===== src/rtl/bilinear_coord_gen.sv =====
`default_nettype none
// ============================================================================
//  Module   : bilinear_coord_gen
//  Purpose  : Frame-level source-coordinate generator for the bilinear
//             scaler. Rasters the destination frame and emits, for every
//             destination pixel, the four clamped source neighbour indices
//             and the u/v fractional weights. Uses incremental accumulators
//             instead of per-pixel multipliers. Output is a registered
//             valid/ready stream.
//  Revision : 1.0  initial release
// ----------------------------------------------------------------------------
//  Ports
//    clk_i, rst_n_i          clock, asynchronous active-low reset
//    start_i                 frame start pulse (only honoured in IDLE)
//    align_mode_i            0 normal, 1 centre-aligned mapping
//    dest_width_i/height_i   destination frame size
//    src_width_i/height_i    source frame size (clamp limits)
//    scale_factorx_i/y_i     unsigned fixed-point src/dest ratios
//    ready_i                 downstream accepts current bundle
//    valid_o                 bundle valid
//    busy_o, done_o          frame in progress / one-cycle completion pulse
//    destx_o, desty_o        destination coordinate of the bundle
//    srcx0_o..srcy1_o        clamped neighbour indices
//    srcx_fix_o, srcy_fix_o  weights u and v
//    sol_o, eof_o            first pixel of row / last pixel of frame
// ============================================================================
module bilinear_coord_gen #(
  parameter int INDEX_WIDTH = 11,
  parameter int INT_WIDTH   = 8,
  parameter int FIX_WIDTH   = 12
) (
  input  logic                           clk_i,
  input  logic                           rst_n_i,
  input  logic                           start_i,
  input  logic                           align_mode_i,
  input  logic [INDEX_WIDTH-1:0]         dest_width_i,
  input  logic [INDEX_WIDTH-1:0]         dest_height_i,
  input  logic [INDEX_WIDTH-1:0]         src_width_i,
  input  logic [INDEX_WIDTH-1:0]         src_height_i,
  input  logic [INT_WIDTH+FIX_WIDTH-1:0] scale_factorx_i,
  input  logic [INT_WIDTH+FIX_WIDTH-1:0] scale_factory_i,
  input  logic                           ready_i,
  output logic                           valid_o,
  output logic                           busy_o,
  output logic                           done_o,
  output logic [INDEX_WIDTH-1:0]         destx_o,
  output logic [INDEX_WIDTH-1:0]         desty_o,
  output logic [INDEX_WIDTH-1:0]         srcx0_o,
  output logic [INDEX_WIDTH-1:0]         srcx1_o,
  output logic [INDEX_WIDTH-1:0]         srcy0_o,
  output logic [INDEX_WIDTH-1:0]         srcy1_o,
  output logic [FIX_WIDTH-1:0]           srcx_fix_o,
  output logic [FIX_WIDTH-1:0]           srcy_fix_o,
  output logic                           sol_o,
  output logic                           eof_o
);

  localparam int c_acc_w   = INDEX_WIDTH + FIX_WIDTH + 1;
  localparam int c_scale_w = INT_WIDTH + FIX_WIDTH;
  localparam int c_clamp_w = 2 * INDEX_WIDTH + FIX_WIDTH;

  localparam logic [1:0] c_idle = 2'd0;
  localparam logic [1:0] c_load = 2'd1;
  localparam logic [1:0] c_run  = 2'd2;
  localparam logic [1:0] c_done = 2'd3;

  // 0.5 in accumulator format, used to shift centre-aligned sampling back
  localparam logic signed [c_acc_w-1:0] c_half =
    {{(c_acc_w-FIX_WIDTH){1'b0}}, 1'b1, {(FIX_WIDTH-1){1'b0}}};

  // --------------------------------------------------------------------------
  // Per-axis clamp: returns {idx0, idx1, fix}. Negative positions pin to the
  // first source pixel; positions at or beyond the last pixel pin to it with
  // zero weight so the right/bottom neighbour is never out of range.
  // --------------------------------------------------------------------------
  function automatic logic [c_clamp_w-1:0] clamp_axis(
    input logic signed [c_acc_w-1:0] acc,
    input logic [INDEX_WIDTH-1:0]    n
  );
    logic [INDEX_WIDTH-1:0] ip;
    logic [INDEX_WIDTH-1:0] last;
    ip   = acc[c_acc_w-2:FIX_WIDTH];
    last = n - 1'b1;
    if (acc[c_acc_w-1]) begin
      return '0;
    end else if (ip >= last) begin
      return {last, last, {FIX_WIDTH{1'b0}}};
    end else begin
      return {ip, ip + 1'b1, acc[FIX_WIDTH-1:0]};
    end
  endfunction

  // Latched frame configuration
  logic                   r_align;
  logic [INDEX_WIDTH-1:0] r_dw;
  logic [INDEX_WIDTH-1:0] r_dh;
  logic [INDEX_WIDTH-1:0] r_sw;
  logic [INDEX_WIDTH-1:0] r_sh;
  logic [c_scale_w-1:0]   r_sx;
  logic [c_scale_w-1:0]   r_sy;

  // Raster position and accumulators of the next pixel to be issued
  logic [INDEX_WIDTH-1:0]      r_cx;
  logic [INDEX_WIDTH-1:0]      r_cy;
  logic signed [c_acc_w-1:0]   r_acc_x;
  logic signed [c_acc_w-1:0]   r_acc_y;
  logic                        r_more;

  // Output bundle registers
  logic                   r_valid;
  logic [INDEX_WIDTH-1:0] r_destx;
  logic [INDEX_WIDTH-1:0] r_desty;
  logic [INDEX_WIDTH-1:0] r_srcx0;
  logic [INDEX_WIDTH-1:0] r_srcx1;
  logic [INDEX_WIDTH-1:0] r_srcy0;
  logic [INDEX_WIDTH-1:0] r_srcy1;
  logic [FIX_WIDTH-1:0]   r_fx;
  logic [FIX_WIDTH-1:0]   r_fy;
  logic                   r_sol;
  logic                   r_eof;

  logic [1:0] r_state;
  logic [1:0] w_state_nxt;

  logic signed [c_acc_w-1:0] w_sx_ext;
  logic signed [c_acc_w-1:0] w_sy_ext;
  logic signed [c_acc_w-1:0] w_init_x;
  logic signed [c_acc_w-1:0] w_init_y;
  logic [c_clamp_w-1:0]      w_clx;
  logic [c_clamp_w-1:0]      w_cly;
  logic                      w_last_x;
  logic                      w_last_y;
  logic                      w_adv;
  logic                      w_frame_end;
  logic                      w_busy;
  logic                      w_done;

  assign w_sx_ext = $signed({{(c_acc_w-c_scale_w){1'b0}}, r_sx});
  assign w_sy_ext = $signed({{(c_acc_w-c_scale_w){1'b0}}, r_sy});

  // Centre mode: src = (dst + 0.5)*s - 0.5, so pixel 0 starts at s/2 - 0.5
  assign w_init_x = r_align
                  ? $signed({{(c_acc_w-c_scale_w){1'b0}}, (r_sx >> 1)}) - c_half
                  : '0;
  assign w_init_y = r_align
                  ? $signed({{(c_acc_w-c_scale_w){1'b0}}, (r_sy >> 1)}) - c_half
                  : '0;

  assign w_clx = clamp_axis(r_acc_x, r_sw);
  assign w_cly = clamp_axis(r_acc_y, r_sh);

  assign w_last_x = (r_cx == r_dw - 1'b1);
  assign w_last_y = (r_cy == r_dh - 1'b1);

  // Load a new bundle when the output slot is empty or being consumed
  assign w_adv       = (r_state == c_run) && r_more && (!r_valid || ready_i);
  assign w_frame_end = r_valid && ready_i && r_eof;

  // --------------------------------------------------------------------------
  // FSM: state register
  // --------------------------------------------------------------------------
  always_ff @(posedge clk_i or negedge rst_n_i) begin
    if (!rst_n_i) begin
      r_state <= c_idle;
    end else begin
      r_state <= w_state_nxt;
    end
  end

  // FSM: next state
  always_comb begin
    w_state_nxt = r_state;
    case (r_state)
      c_idle: if (start_i) w_state_nxt = c_load;
      c_load: w_state_nxt = ((r_dw == '0) || (r_dh == '0)) ? c_done : c_run;
      c_run:  if (w_frame_end) w_state_nxt = c_done;
      c_done: w_state_nxt = c_idle;
      default: w_state_nxt = c_idle;
    endcase
  end

  // FSM: outputs
  always_comb begin
    w_busy = 1'b0;
    w_done = 1'b0;
    case (r_state)
      c_load,
      c_run:  w_busy = 1'b1;
      c_done: begin
        w_busy = 1'b1;
        w_done = 1'b1;
      end
      default: begin
        w_busy = 1'b0;
        w_done = 1'b0;
      end
    endcase
  end

  // --------------------------------------------------------------------------
  // Configuration latch
  // --------------------------------------------------------------------------
  always_ff @(posedge clk_i or negedge rst_n_i) begin
    if (!rst_n_i) begin
      r_align <= 1'b0;
      r_dw    <= '0;
      r_dh    <= '0;
      r_sw    <= '0;
      r_sh    <= '0;
      r_sx    <= '0;
      r_sy    <= '0;
    end else if ((r_state == c_idle) && start_i) begin
      r_align <= align_mode_i;
      r_dw    <= dest_width_i;
      r_dh    <= dest_height_i;
      r_sw    <= src_width_i;
      r_sh    <= src_height_i;
      r_sx    <= scale_factorx_i;
      r_sy    <= scale_factory_i;
    end
  end

  // --------------------------------------------------------------------------
  // Raster counters and accumulators
  // --------------------------------------------------------------------------
  always_ff @(posedge clk_i or negedge rst_n_i) begin
    if (!rst_n_i) begin
      r_cx    <= '0;
      r_cy    <= '0;
      r_acc_x <= '0;
      r_acc_y <= '0;
      r_more  <= 1'b0;
    end else if (r_state == c_load) begin
      r_cx    <= '0;
      r_cy    <= '0;
      r_acc_x <= w_init_x;
      r_acc_y <= w_init_y;
      r_more  <= (r_dw != '0) && (r_dh != '0);
    end else if (w_adv) begin
      if (w_last_x) begin
        r_cx    <= '0;
        r_acc_x <= w_init_x;
        if (w_last_y) begin
          r_more <= 1'b0;
        end else begin
          r_cy    <= r_cy + 1'b1;
          r_acc_y <= r_acc_y + w_sy_ext;
        end
      end else begin
        r_cx    <= r_cx + 1'b1;
        r_acc_x <= r_acc_x + w_sx_ext;
      end
    end
  end

  // --------------------------------------------------------------------------
  // Output bundle register; holds while stalled by ready_i
  // --------------------------------------------------------------------------
  always_ff @(posedge clk_i or negedge rst_n_i) begin
    if (!rst_n_i) begin
      r_valid <= 1'b0;
      r_destx <= '0;
      r_desty <= '0;
      r_srcx0 <= '0;
      r_srcx1 <= '0;
      r_srcy0 <= '0;
      r_srcy1 <= '0;
      r_fx    <= '0;
      r_fy    <= '0;
      r_sol   <= 1'b0;
      r_eof   <= 1'b0;
    end else if (w_adv) begin
      r_valid <= 1'b1;
      r_destx <= r_cx;
      r_desty <= r_cy;
      {r_srcx0, r_srcx1, r_fx} <= w_clx;
      {r_srcy0, r_srcy1, r_fy} <= w_cly;
      r_sol   <= (r_cx == '0);
      r_eof   <= w_last_x && w_last_y;
    end else if (ready_i) begin
      r_valid <= 1'b0;
    end
  end

  assign valid_o    = r_valid;
  assign busy_o     = w_busy;
  assign done_o     = w_done;
  assign destx_o    = r_destx;
  assign desty_o    = r_desty;
  assign srcx0_o    = r_srcx0;
  assign srcx1_o    = r_srcx1;
  assign srcy0_o    = r_srcy0;
  assign srcy1_o    = r_srcy1;
  assign srcx_fix_o = r_fx;
  assign srcy_fix_o = r_fy;
  assign sol_o      = r_sol;
  assign eof_o      = r_eof;

endmodule
`default_nettype wire


===== config.mk =====
export PLATFORM = sky130hd
export DESIGN_NAME = bilinear_coord_gen
export DESIGN_NICKNAME = d
export VERILOG_FILES = /design/src/rtl/bilinear_coord_gen.sv
export SDC_FILE = /design/constraint.sdc
export NUM_CORES = 1
export LEC_CHECK = 0
export BUFFER_PORTS_ARGS = -buffer_cell sky130_fd_sc_hd__buf_2
export CAP_MARGIN = 20
export CORE_MARGIN = 2
export CORE_UTILIZATION = 53
export DETAILED_ROUTE_END_ITERATION = 8
export GPL_ROUTABILITY_DRIVEN = 1
export PLACE_DENSITY_LB_ADDON = 0.15
export SLEW_MARGIN = 20
export SYNTH_ARGS = -nofsm -noshare
export SYNTH_HDL_FRONTEND = slang
export SYNTH_SLANG_ARGS = --single-unit

===== constraint.sdc =====
create_clock -name clk_i -period 3.45 [get_ports clk_i]
set_input_delay 0.345 -clock clk_i [delete_from_list [all_inputs] [get_ports clk_i]]
set_output_delay 0.345 -clock clk_i [all_outputs]
set_load 0.02 [all_outputs]

==> results_dict.tcl, run 1 <==
set metrics [dict create \
    placedCellCount 2033 \
    cts.htree.levels 1 \
    timing.rr.start "r_sw[2]" \
    route.antenna.remaining_nets 0 \
    path_clk_slew_ns 0.06 \
    grt_max_degree 95 \
    dieHeight_um 171 \
    start_util 0.542 \
    reg2reg_slack_ns 0.12 \
    fp.coreArea_um2 27100 \
    worst_pin_slew_ns 0.759 \
    r2r_end "srcx1_o[5]" \
    hold_path_end "r_sx[8]" \
    run_status "finished, final reports clean" \
    clkLatencyLatePin_ns 0.54 \
    synth_top_area_cell "dfrtp_1" \
    stdcell_count 2095 \
    setup_viol 0 \
    pwr_density_cell_nw_per_um2 1010 \
    worstSetupPathType "flop to flop" \
    die_area_um2 29100 \
    synth_nets 1690 \
    drive_gt1_frac 0.230 \
    syn_avg_cell_area_um2 9.67 \
    synthArstFlopShare 1.00 \
    synth_seq_cells 251 \
    ios 184 \
    finalHoldViolations 0 \
    critPathLaunchType "flop" \
    vias 12154 \
    fp.dieW_um 171 \
    synth_area_leaders "dfrtp_1, mux2_2, ha_1" \
    area_growth_pct 16.8 \
    cts_buffer_depth 3 \
    synth-edff-count 0 \
    slew_violations 0 \
    setup_slack_ns 0.116 \
    place.gp.congestion 0.966 \
    rows 60 \
    final_util 0.633 \
    finalCritPeriodShare 0.966 \
    synthDistinctLibCells 79 \
    p_leak_nw 8.05 \
    end_kind "flop" \
    path_cells "nor4_4 > nand3_2 > and2_1 > ha_1 > a21o_1 > a2111oi_1 > o21ai_1 > a221o_1 > buf_12 > a21oi_1 > o21ai_0 > o21ai_0" \
    period_needed_ns 3.33 \
    wl_um 37900 \
    preCtsSetupSlack_ns -0.0157 \
    crit_required_ns 3.90 \
    n_fill_cell 2316 \
    cap_violations 0 \
    r2r_cells 12 \
    yosysWarnings 0 \
    first_pass_iters 5 \
    min_path_type "input port to flop" \
    min-delay-start "scale_factorx_i[8]" \
    cpPeakStageDelay_ns 0.45 \
    cts_made_buffers 28 \
    drt_iter0_markers 973 \
    crit_top_cell "o21ai_0" \
    io_buffers 183 \
    grt_pass1_wl_um 61700 \
    overflow 0 \
    drc 0 \
    min_delay_path_depth 2 \
    path_max_fanout 31 \
    grt_pass1_vias 11781 \
    antenna_found_initial 1 \
    relSlewSlack 0.494 \
    max_freq_mhz 300 \
    layout.nets 1871 \
    cts_tree "yes" \
    crit_slowest_cell "dfrtp_2" \
    synth_cells 1519 \
    synth_area_um2 14700 \
    yosysSeqAreaShare 0.427 \
    irDropWorstVdd_mv 0.546 \
    synth_top_cell_area_share 0.427 \
    hpwl_um 27500 \
    routedWlPerCell_um 18.1 \
    cp.arrival_ns 3.79 \
    grt_usage 0.262 \
    via_per_inst 5.80 \
    clockRootBuffer "clkbuf_16" \
    synthFlopType "dfrtp_1" \
    clock-sinks 251 \
    skew_ns 0.0117 \
]
==> registers in the layout (all words and copies together), names as in the netlist, 2 cells and up <==
name,cells
r_state,2
srcx_fix_o,12
srcy1_o,11
r_acc_y,24
srcy_fix_o,12
desty_o,11
r_sh,11
srcx1_o,11
r_cy,11
r_sx,20
r_cx,11
r_dw,11
destx_o,11
r_acc_x,24
srcy0_o,11
r_sy,20
r_sw,11
r_dh,11
srcx0_o,11
==> what timing repair did <==
item                                   in CTS  in global routing
pin swaps                                   0                  3
resized for setup                           1                 14
setup buffers                               0                  8
hold buffers                                1                  0
endpoints found under the hold margin      90                  0
gates cloned                                0                  0
setup endpoints to repair                  16                 48
==> per-layer routing <==
layer	vias to the layer above	global-route usage	share of wire
met2	389	0.401	0.44
met4	0	0.0792	0.027
met3	59	0.0389	0.062
li1	5840	-	-
met1	5866	0.387	0.47
met5	-	0	0
==> cells by family (layout without fill, tap and decap cells) <==
| family | count (synthesis) | in the layout | share of synthesized area |
|---|---|---|---|
| simple gates | 453 | 453 | 0.150 |
| compound gates | 399 | 399 | 0.176 |
| flops | 251 | 251 | 0.427 |
| buf+inv | 123 | 325 | 0.0330 |
| mux | 106 | 106 | 0.0802 |
| xor+xnor | 105 | 105 | 0.0626 |
| fa+ha+maj | 82 | 82 | 0.0708 |
| other cells | 0 | 2 | 0 |
==> where the power goes <==
group	internal, W	switching, W	total (W)	leakage [nW]
logic	0.00399	0.00503	0.00902	4.39
registers	0.00403	0.00131	0.00533	3.22
clock network	0.00172	0.00118	0.00290	0.442
==> worst max-delay path, delay by kind of cell (launching register included) <==
| family | cells | cell delay (ns) |
|---|---|---|
| buffers and inverters | 1 | 0.20 |
| flip-flops | 1 | 0.45 |
| AO/OA/AOI/OAI | 7 | 1.60 |
| AND/OR/NAND/NOR | 3 | 0.67 |
| adder cells (fa/ha/maj) | 1 | 0.30 |
==> metrics by stage <==
stage	setup TNS [ns]	power (W)	hold WS, ns	cell area [µm²]
finish	0	0.0173	0.0302	17200
global route	-0.851	0.0187	0.0209	17200
floorplan	0	0.0117	0.0494	14700
CTS	0	0.0172	0.0127	17000
detailed placement	-0.0170	0.0142	0.424	16100
global placement	0	0.0140	0.423	16100
==> cell usage in the layout, fill, tap and decap left out, types with 7 or more instances in the layout <==
| master | n |
|---|---|
| nor3_1 | 35 |
| nor2_1 | 82 |
| nand2_1 | 181 |
| inv_1 | 42 |
| nand3b_1 | 8 |
| or4_1 | 9 |
| o21bai_1 | 7 |
| clkbuf_1 | 9 |
| and2_1 | 8 |
| nor4_1 | 11 |
| o31ai_1 | 10 |
| nor2b_1 | 11 |
| nand2b_1 | 15 |
| a22o_1 | 29 |
| a31oi_1 | 17 |
| a21oi_1 | 70 |
| and3_1 | 16 |
| nand3_1 | 30 |
| nand4_1 | 10 |
| ha_1 | 79 |
| o211ai_1 | 9 |
| xnor2_1 | 64 |
| xor2_1 | 40 |
| a21o_1 | 29 |
| buf_2 | 182 |
| buf_4 | 44 |
| dfrtp_1 | 250 |
| o21ai_0 | 126 |
| o21a_1 | 10 |
| a211oi_1 | 15 |
| clkbuf_16 | 29 |
| mux2_2 | 94 |
| mux2i_1 | 12 |
==> final cells by class <==
class | count | area (µm²) | area share
tap | 372 | 465 | 0.0271
multi-input combinational | 1145 | 8010 | 0.466
inverter | 42 | 158 | 0.00919
clock inverter | 8 | 71.3 | 0.00416
antenna | 2 | 5.00 | 0.000292
clock buffer | 43 | 828 | 0.0483
timing repair buffer | 232 | 1350 | 0.0784
sequential | 251 | 6280 | 0.366
==> how the worst max path moves through the flow <==
stage,start,to,slack [ns],cells past startpoint
after global placement,r_sw[3],srcx0_o[3],0.23,12
after detailed placement,r_sw[3],srcx0_o[3],-0.02,12
final,r_sw[2],srcx1_o[5],0.12,12
after CTS,r_sw[3],srcx0_o[3],0.12,12
after floorplan,r_sw[3],srcx_fix_o[10],0.24,12
after global routing,r_sw[2],srcx0_o[10],-0.09,12
==> Yosys cell counts, types with 4 or more instances <==
| cell type | number |
|---|---|
| a2111oi_0 | 5 |
| a211oi_1 | 15 |
| a21boi_0 | 4 |
| a21o_1 | 29 |
| a21oi_1 | 70 |
| a221o_1 | 4 |
| a22o_1 | 29 |
| a22oi_1 | 6 |
| a31oi_1 | 17 |
| a41oi_1 | 4 |
| and2_1 | 7 |
| and3_1 | 16 |
| buf_2 | 6 |
| clkbuf_1 | 70 |
| dfrtp_1 | 251 |
| ha_1 | 80 |
| inv_1 | 42 |
| mux2_2 | 94 |
| mux2i_1 | 12 |
| nand2_1 | 182 |
| nand2b_1 | 15 |
| nand3_1 | 32 |
| nand3b_1 | 8 |
| nand4_1 | 10 |
| nor2_1 | 82 |
| nor2b_1 | 12 |
| nor3_1 | 36 |
| nor4_1 | 12 |
| nor4b_1 | 5 |
| o211ai_1 | 9 |
| o21a_1 | 10 |
| o21ai_0 | 130 |
| o21bai_1 | 7 |
| o22ai_1 | 6 |
| o2bb2ai_1 | 6 |
| o31a_1 | 5 |
| o31ai_1 | 10 |
| or2_2 | 5 |
| or4_1 | 9 |
| xnor2_1 | 64 |
| xor2_1 | 41 |
(Power assumes the default switching activity.)
==> run 2, diff against run 1 <==
- BUFFER_PORTS_ARGS: -buffer_cell sky130_fd_sc_hd__buf_2 -> not set
- CORE_UTILIZATION: 53 -> 58
- DONT_BUFFER_PORTS: not set -> 1
==> run 2 against run 1 <==
The run now ends with negative hold slack left. Critical path depth is 1 lower. Sequential share of layout area is 0.25 points higher. Fmax is 0.40% higher. First-iteration DRC count is 9.2% lower. Sequential cell count stayed put. Clock power is 7.2% higher. Critical endpoint is now r_acc_y[11]. Largest cell class unchanged.
==> results_dict.tcl, run 2 (synthesis results as in run 1) <==
set metrics [dict create \
    run_status "finished with violations" \
    violations "negative hold slack" \
    irDropWorstVdd_mv 0.865 \
    period_needed_ns 3.32 \
    cpPeakStageDelay_ns 0.54 \
    drive_gt1_frac 0.132 \
    relSlewSlack 0.533 \
    clockRootBuffer "clkbuf_16" \
    worst-path-buf-inv 2 \
    cp_top_family "compound AO/OA/AOI/OAI gates" \
    worstSetupPathType "flop to flop" \
    fp.dieW_um 163 \
    grt_pass1_wl_um 61300 \
    vias 11864 \
    hpwl_um 25900 \
    path_clk_slew_ns 0.06 \
    n_fill_cell 1956 \
    finalHoldViolations 251 \
    min_path_type "input port to asynchronous set/reset pin" \
    fp.coreArea_um2 25000 \
    cp.arrival_ns 3.75 \
    max_freq_mhz 301 \
    path_cells "inv_1 > ha_1 > or4b_4 > xnor2_1 > o32ai_1 > o21bai_1 > o2111a_1 > o211a_1 > buf_4 > mux2i_1 > o22ai_1" \
    grt_max_degree 252 \
    clock-sinks 251 \
    skew_ns 0.0115 \
    area_growth_pct 16.0 \
    slew_violations 0 \
    hold_slack_ns -0.500 \
    first_pass_iters 5 \
    tns_ns 0 \
    final_cell_mix "dfrtp_1, nand2_1, o21ai_0" \
    placedCellCount 1810 \
    via_per_inst 6.08 \
    io_buffers 0 \
    cts.htree.levels 1 \
    pwr_density_cell_nw_per_um2 1010 \
    grt_pass1_vias 11694 \
    clkLatencyLatePin_ns 0.56 \
    final_util 0.681 \
    p_leak_nw 7.57 \
    stdcell_count 1950 \
    cap_violations 0 \
    preCtsSetupSlack_ns 0.0153 \
    layout.cells.most_common "dfrtp_1" \
    overflow 0 \
    reg2reg_slack_ns 0.13 \
    path_max_fanout 15 \
    critPathLaunchType "flop" \
    grt_usage 0.284 \
    cts_made_buffers 28 \
    setup_slack_ns 0.130 \
    r2r_end "r_acc_y[11]" \
    worst_pin_slew_ns 0.699 \
    antenna_found_initial 0 \
    largestRegisters "r_acc_x x24, r_acc_y x24" \
    start_util 0.587 \
    route.antenna.remaining_nets 0 \
    die_area_um2 26600 \
    drt_iter0_markers 883 \
    ios 184 \
    timing.rr.start "r_dw[1]" \
    cts_buffer_depth 3 \
    finalCritPeriodShare 0.962 \
    place.gp.congestion 0.987 \
    wl_um 37700 \
    crit_required_ns 3.88 \
    crit_slowest_cell "or4b_4" \
    routedWlPerCell_um 19.3 \
    setup_viol 0 \
    rows 58 \
    drc 0 \
    cts_tree "yes" \
    r2r_cells 11 \
    layout.nets 1768 \
    dieHeight_um 163 \
    end_kind "flop" \
    cts_hold_buf 85 \
]
[run 2: how the worst max path moves through the flow]
stage | from | end | depth (start not counted)
6_report | r_dw[1] | r_acc_y[11] | 11
5_1_grt | r_sw[5] | srcx1_o[5] | 12
4_1_cts | r_dw[1] | r_cy[4] | 11
3_5_place_dp | r_sw[3] | srcx0_o[7] | 12
3_3_place_gp | r_sw[3] | srcx0_o[5] | 12
2_1_floorplan | r_sw[3] | srcx_fix_o[10] | 12
[run 2: layout make-up]
| cell class | count | area, µm² | area share |
|---|---|---|---|
| well taps | 330 | 413 | 0.0242 |
| inverters | 42 | 158 | 0.00925 |
| clock buffers | 45 | 886 | 0.0520 |
| flip-flops and latches | 251 | 6280 | 0.369 |
| clock inverters | 7 | 85.1 | 0.00499 |
| multi-input cells | 1145 | 8000 | 0.469 |
| diodes | 1 | 2.50 | 0.000147 |
| repair buffers | 129 | 1220 | 0.0715 |
[run 2: worst reg2reg max path, stage by stage (launching register included)]
cell and delay, ns:
dfrtp_1 0.42, inv_1 0.10, ha_1 0.28, or4b_4 0.54
xnor2_1 0.15, o32ai_1 0.33, o21bai_1 0.27, o2111a_1 0.33
o211a_1 0.16, buf_4 0.26, mux2i_1 0.26, o22ai_1 0.10
[run 2: power by group]
part	switching (W)	internal (W)	leakage, nW
sequential	0.00177	0.00402	3.22
clock	0.00122	0.00189	0.484
combinational	0.00449	0.00385	3.87
total	0.00748	0.00977	7.57
[run 2: repair_timing]
action	CTS	global route
setup buffers	0	2
setup endpoints to repair	1	57
pin swaps	0	2
gates resized for setup	1	13
hold endpoints to repair	336	251
[run 2: through the flow]
| stage | cell area (µm²) | power (W) |
|---|---|---|
| CTS | 17000 | 0.0171 |
| global route | 17000 | 0.0186 |
| detailed placement | 15200 | 0.0138 |
| finish | 17000 | 0.0173 |
| floorplan | 14700 | 0.0117 |
| global placement | 15200 | 0.0136 |
[run 2: layer usage]
layer	track usage	share of wire
met5	0	0
met4	0.0833	0.026
met3	0.0597	0.079
met2	0.438	0.44
met1	0.405	0.45
